==> src/rtl/mips_pkg.sv <==
// mips_pkg: shared constants and types for the MIPS front end.
//   NOP_INSTR     - encoding used for an IF/ID bubble
//   PC_INCREMENT  - byte stride between sequential fetches
//   fetch_state_e - fetch FSM state (RUN / FAULT)
package mips_pkg;

    localparam logic [31:0] NOP_INSTR    = 32'h0000_0000;
    localparam int          PC_INCREMENT = 4;

    typedef enum logic {
        RUN   = 1'b0,
        FAULT = 1'b1
    } fetch_state_e;

endpackage

==> src/rtl/if_id_register.sv <==
// if_id_register: IF/ID pipeline flop bank.
//   clk, reset   - clock and synchronous active-high reset
//   load         - capture instr_in / pcplus4_in as a valid instruction
//   bubble       - insert a bubble (overrides load)
//   instr_in     - instruction fetched this cycle
//   pcplus4_in   - PC+4 of that instruction
//   instr, pcplus4, valid - registered IF/ID contents
// With neither load nor bubble the contents hold (stall).
module if_id_register
    import mips_pkg::*;
#(
    parameter int DATA_WIDTH = 32
) (
    input  logic                  clk,
    input  logic                  reset,
    input  logic                  load,
    input  logic                  bubble,
    input  logic [DATA_WIDTH-1:0] instr_in,
    input  logic [DATA_WIDTH-1:0] pcplus4_in,
    output logic [DATA_WIDTH-1:0] instr,
    output logic [DATA_WIDTH-1:0] pcplus4,
    output logic                  valid
);

    always_ff @(posedge clk) begin
        if (reset || bubble) begin
            instr   <= DATA_WIDTH'(NOP_INSTR);
            pcplus4 <= '0;
            valid   <= 1'b0;
        end else if (load) begin
            instr   <= instr_in;
            pcplus4 <= pcplus4_in;
            valid   <= 1'b1;
        end
    end

endmodule

==> src/rtl/instruction_fetch_unit.sv <==
// instruction_fetch_unit: MIPS fetch stage.
//   clk, reset        - clock and synchronous active-high reset
//   Stall             - hold PC and IF/ID
//   Redirect          - taken branch/jump; overrides Stall
//   RedirectTarget    - new PC when Redirect
//   Instruction       - combinational program-memory data at PCAddress
//   PCAddress         - current PC (byte address)
//   IFID_Instruction  - registered instruction for decode
//   IFID_PCPlus4      - registered PC+4 of that instruction
//   IFID_Valid        - IF/ID holds a real instruction
//   Fault             - sticky fetch fault (misaligned / out of range)
module instruction_fetch_unit
    import mips_pkg::*;
#(
    parameter int                   MEMORY_DEPTH = 32,
    parameter int                   DATA_WIDTH   = 32,
    parameter logic [DATA_WIDTH-1:0] RESET_PC    = '0
) (
    input  logic                  clk,
    input  logic                  reset,
    input  logic                  Stall,
    input  logic                  Redirect,
    input  logic [DATA_WIDTH-1:0] RedirectTarget,
    input  logic [DATA_WIDTH-1:0] Instruction,
    output logic [DATA_WIDTH-1:0] PCAddress,
    output logic [DATA_WIDTH-1:0] IFID_Instruction,
    output logic [DATA_WIDTH-1:0] IFID_PCPlus4,
    output logic                  IFID_Valid,
    output logic                  Fault
);

    fetch_state_e          state;
    logic [DATA_WIDTH-1:0] pc;
    logic [DATA_WIDTH-1:0] pc_plus4;
    logic [DATA_WIDTH-1:0] next_pc;
    logic                  advance;
    logic                  bad_pc;
    logic                  ifid_load;
    logic                  ifid_bubble;

    // PC+4 wraps naturally at DATA_WIDTH bits.
    assign pc_plus4 = pc + DATA_WIDTH'(PC_INCREMENT);
    assign next_pc  = Redirect ? RedirectTarget : pc_plus4;
    assign advance  = Redirect || !Stall;

    // Word index is compared at full width so a wrapped or huge address
    // never aliases onto a legal word.
    assign bad_pc = (next_pc[1:0] != 2'b00) ||
                    ((next_pc >> 2) >= DATA_WIDTH'(MEMORY_DEPTH));

    // Redirect squashes the wrong-path fetch; a faulting advance also
    // leaves a bubble. Once faulted, IF/ID is pinned to a bubble.
    always_comb begin
        ifid_load   = 1'b0;
        ifid_bubble = 1'b1;
        if (state == RUN) begin
            ifid_load   = !Stall;
            ifid_bubble = Redirect || (advance && bad_pc);
        end
    end

    always_ff @(posedge clk) begin
        if (reset) begin
            pc    <= RESET_PC;
            state <= RUN;
            Fault <= 1'b0;
        end else begin
            case (state)
                RUN: begin
                    if (advance) begin
                        if (bad_pc) begin
                            state <= FAULT;
                            Fault <= 1'b1;
                        end else begin
                            pc <= next_pc;
                        end
                    end
                end
                FAULT: begin
                    Fault <= 1'b1;
                end
                default: begin
                    state <= FAULT;
                    Fault <= 1'b1;
                end
            endcase
        end
    end

    assign PCAddress = pc;

    if_id_register #(.DATA_WIDTH(DATA_WIDTH)) u_ifid (
        .clk        (clk),
        .reset      (reset),
        .load       (ifid_load),
        .bubble     (ifid_bubble),
        .instr_in   (Instruction),
        .pcplus4_in (pc_plus4),
        .instr      (IFID_Instruction),
        .pcplus4    (IFID_PCPlus4),
        .valid      (IFID_Valid)
    );

endmodule
==> config.mk <==
export PLATFORM = sky130hd
export DESIGN_NAME = instruction_fetch_unit
export DESIGN_NICKNAME = d
export VERILOG_FILES = /design/src/rtl/mips_pkg.sv /design/src/rtl/if_id_register.sv /design/src/rtl/instruction_fetch_unit.sv
export SDC_FILE = /design/constraint.sdc
export NUM_CORES = 1
export LEC_CHECK = 0
export ABC_CLOCK_PERIOD_IN_PS = 6000
export CAP_MARGIN = 5
export CORE_UTILIZATION = 49
export CTS_BUF_LIST = sky130_fd_sc_hd__clkbuf_16
export CTS_CLUSTER_DIAMETER = 100
export DETAILED_ROUTE_END_ITERATION = 10
export PLACE_DENSITY = 0.95
export SLEW_MARGIN = 20
export SYNTH_ARGS = -nofsm -noshare
export SYNTH_HDL_FRONTEND = slang
export SYNTH_SLANG_ARGS = --single-unit
==> constraint.sdc <==
create_clock -name clk -period 6 [get_ports clk]
set_clock_uncertainty 0.1 [all_clocks]
set_input_delay 0.6 -clock clk [delete_from_list [all_inputs] [get_ports clk]]
set_output_delay 0.6 -clock clk [all_outputs]
set_load 0.05 [all_outputs]
==> results.py <==
metrics = {
    "pwr": {
        "vdd_ir_drop_max_uv": 129.4,
        "leakagePower_nw": 2.153,
        "p_per_area_mw_per_mm2": 217.3,
        "power_w": 0.001466,
    },
    "timing": {
        "setup_viol": 0,
        "slew_viol_final": 0,
        "layout_min_cycle_time_ns": 4.694,
        "hold_viol": 0,
        "rsz0062_at_grt": "false",
        "maxSlewHeadroom_pct": 25.84,
        "finalSetupTns_ns": 0,
        "fin_crit_sh_pct": 78.24,
        "clock.fmax_mhz": 213.0,
        "worstMarginPinSlew_ns": 1.109,
    },
    "drt": {
        "drt-total-wl_mm": 15.41,
        "firstDrtPassIters": 6,
        "wl_per_cell_um": 19.08,
        "drt_iter0_markers": 537,
        "vias": 5004,
        "drt-vias-per-instance": 6.193,
        "postRouteAntennaNets": 0,
        "drc": 0,
    },
    "floorplanning": {
        "num_rows": 35,
        "chipWidth_um": 101.3,
        "die_height_um": 101.3,
        "initial_core_util_pct": 51.51,
        "die_area_mm2": 0.01025,
        "pin_count": 166,
        "core_area_mm2": 0.009371,
    },
    "logic_synthesis": {
        "synthesis.area_mm2": 0.004827,
        "syn_avg_cell_area_um2": 8.761,
        "yosysSeqAreaShare_pct": 41.06,
        "ys_warn_count": 0,
        "synth_seq_cells": 99,
        "syn_inst": 551,
        "synth_cell_types": 52,
        "synth_edf_count": 0,
        "synth_flop_cell": "dfxtp_1",
        "async_flop_share_pct": 0,
        "synth_nets": 620,
    },
    "placed_design": {
        "numPlacedInstances": 793,
        "place_hpwl_mm": 10.28,
        "portBuffers": 165,
        "place_congestion": 0.9018,
    },
    "hold_path": {
        "hold_class": "reg2reg",
    },
    "setup_path": {
        "path_cells": "ha_1, nand3_1, or4_1, nor3_1, nor3_1, and4_1, o211a_4, a21oi_4, buf_4, a211oi_1",
        "worstSetupStartpointType": "register",
        "max_stage_delay_ns": 0.86,
        "crit_required_ns": 6.10,
        "cp-end-kind": "register",
        "path_class": "reg2reg",
        "critPathSlowestCell": "or4_1",
        "cpMostUsedCell": "nor3_1",
        "cp_max_fo": 43,
        "crit_arrival_ns": 4.79,
    },
    "grt": {
        "grt_pass1_vias": 4897,
        "grt_use_total_pct": 29.54,
        "gr-total-overflow": 0,
        "grt_first_pass_wirelength_mm": 23.70,
        "antenna_found_initial": 0,
        "grt_start_max_net_pins": 51,
    },
    "flow_run": {
        "maxCapViolCount": 0,
    },
    "layout": {
        "drive_gt1_share_pct": 7.511,
        "instances_no_fill": 808,
        "syn_to_final_growth_pct": 39.76,
        "final_common_cell": "clkdlybuf4s50_1",
        "final_cell_mix": "clkdlybuf4s50_1 (164), dfxtp_1 (98), nor3_1 (65)",
        "n_fill_cell": 656,
        "finalNetCount": 744,
        "antenna_cells": 0,
        "utilization_pct": 71.99,
    },
    "status": {
        "status": "completed",
    },
    "clocking": {
        "clock_tree.root_cell": "clkbuf_16",
        "hold_buffers": 0,
        "cts_sinks": 99,
        "post-cts-setup-buffer-count": 0,
        "cts_resized": 0,
        "worstSkewPairLatency_ns": 0.34,
        "htreeDepth": 3,
        "numCtsBuffers": 9,
        "cts_buffer_depth": 2,
        "path_clk_slew_ns": 0.07,
        "tritoncts": "done",
    },
}
==> layout make-up <==
class	count	area, um2	share of cell area (%)
clock inverter	6	90.09	1.335
timing repair buffer	168	1669	24.74
tap	129	161.4	2.392
clock buffer	9	225.2	3.338
sequential	99	1983	29.40
inverter	6	22.52	0.3338
multi-input combinational	391	2595	38.46
==> cells in the mapped netlist (2+ instances only) <==
cell,n,area (um2)
a21oi_2,2,17.52
xor2_1,9,78.83
nand4_1,11,68.82
inv_1,6,22.52
buf_2,13,65.06
nor3_1,66,330.3
nor3b_1,5,37.54
nand3_1,11,55.05
a211oi_1,21,157.7
and3_1,6,37.54
and4_1,7,61.31
and2_1,28,175.2
nor2_1,52,195.2
mux2i_1,3,30.03
nor4b_1,19,166.4
o21a_1,5,37.54
or4_1,4,30.03
nor4b_2,20,300.3
a31oi_1,2,12.51
buf_4,2,15.01
o31ai_1,4,30.03
nor4_1,11,68.82
o21ai_0,30,150.1
nand2_1,17,63.81
o32ai_1,2,17.52
xnor2_1,16,140.1
buf_6,3,33.78
nand2b_1,3,18.77
or2_2,2,12.51
clkbuf_1,35,131.4
a21oi_1,12,60.06
o211ai_1,4,30.03
or3_1,3,18.77
dfxtp_1,99,1982
==> routing by layer <==
metal | share of wire (%) | track usage [%] | vias to the layer above | wire (um)
met3 | 9.2 | 6.280 | 71 | 1419
met2 | 49 | 48.56 | 326 | 7612
li1 | - | - | 2255 | -
met1 | 37 | 35.21 | 2352 | 5739
met4 | 4.2 | 18.73 | 0 | 642
met5 | 0 | 0 | - | 0
==> path summary, 6_finish.rpt <==
check,from,to,slack [ns],cells past startpoint
max,PCAddress[2],u_ifid.pcplus4[18],1.31,10
min,u_ifid.pcplus4[1],u_ifid.pcplus4[1],0.40,2
max reg2reg,PCAddress[2],u_ifid.pcplus4[18],1.31,10
min reg2reg,u_ifid.pcplus4[1],u_ifid.pcplus4[1],0.40,2
==> state kept, by name, summed over array words and instances, names as in the netlist <==
name            cells
u_ifid.instr       32
PCAddress          32
state               1
Fault               1
u_ifid.valid        1
u_ifid.pcplus4     32
==> through the flow <==
stage / hold WS (ns) / setup slack [ns] / area (um2)
3_5_place_dp: 0.3910 / 1.502 / 6425
2_1_floorplan: 0.3798 / 2.557 / 4827
3_3_place_gp: 0.3897 / 1.676 / 6425
5_1_grt: 0.4206 / 1.159 / 6746
6_report: 0.4005 / 1.306 / 6746
4_1_cts: 0.4003 / 1.426 / 6740
==> worst max-delay path, delay by kind of cell, from the launching register on <==
family	cells	cell delay [ns]
simple gates	5	2.06
compound gates	3	1.06
buf+inv	1	0.57
flops	1	0.46
fa+ha+maj	1	0.29
==> power by group <==
part | internal, W | switching [W] | leakage (nW) | total (W)
combinational | 0.0000746 | 0.0000962 | 1.20 | 0.000171
clock | 0.000365 | 0.000254 | 0.152 | 0.000618
sequential | 0.000663 | 0.0000139 | 0.799 | 0.000677
total | 0.00110 | 0.000364 | 2.15 | 0.00147
==> logic make-up (layout without fill, tap and decap cells) <==
family / count (synthesis) / after routing / share of synthesized area (%)
and+or+nand+nor: 269 / 269 / 35.02
AOI/OAI and AO/OA: 92 / 92 / 12.55
adders and majority gates: 1 / 1 / 0.2592
DFF: 99 / 99 / 41.06
buffers and inverters: 61 / 189 / 5.728
muxes: 4 / 4 / 0.8554
xor gates and xnor gates: 25 / 25 / 4.536
(Power assumes the default switching activity.)
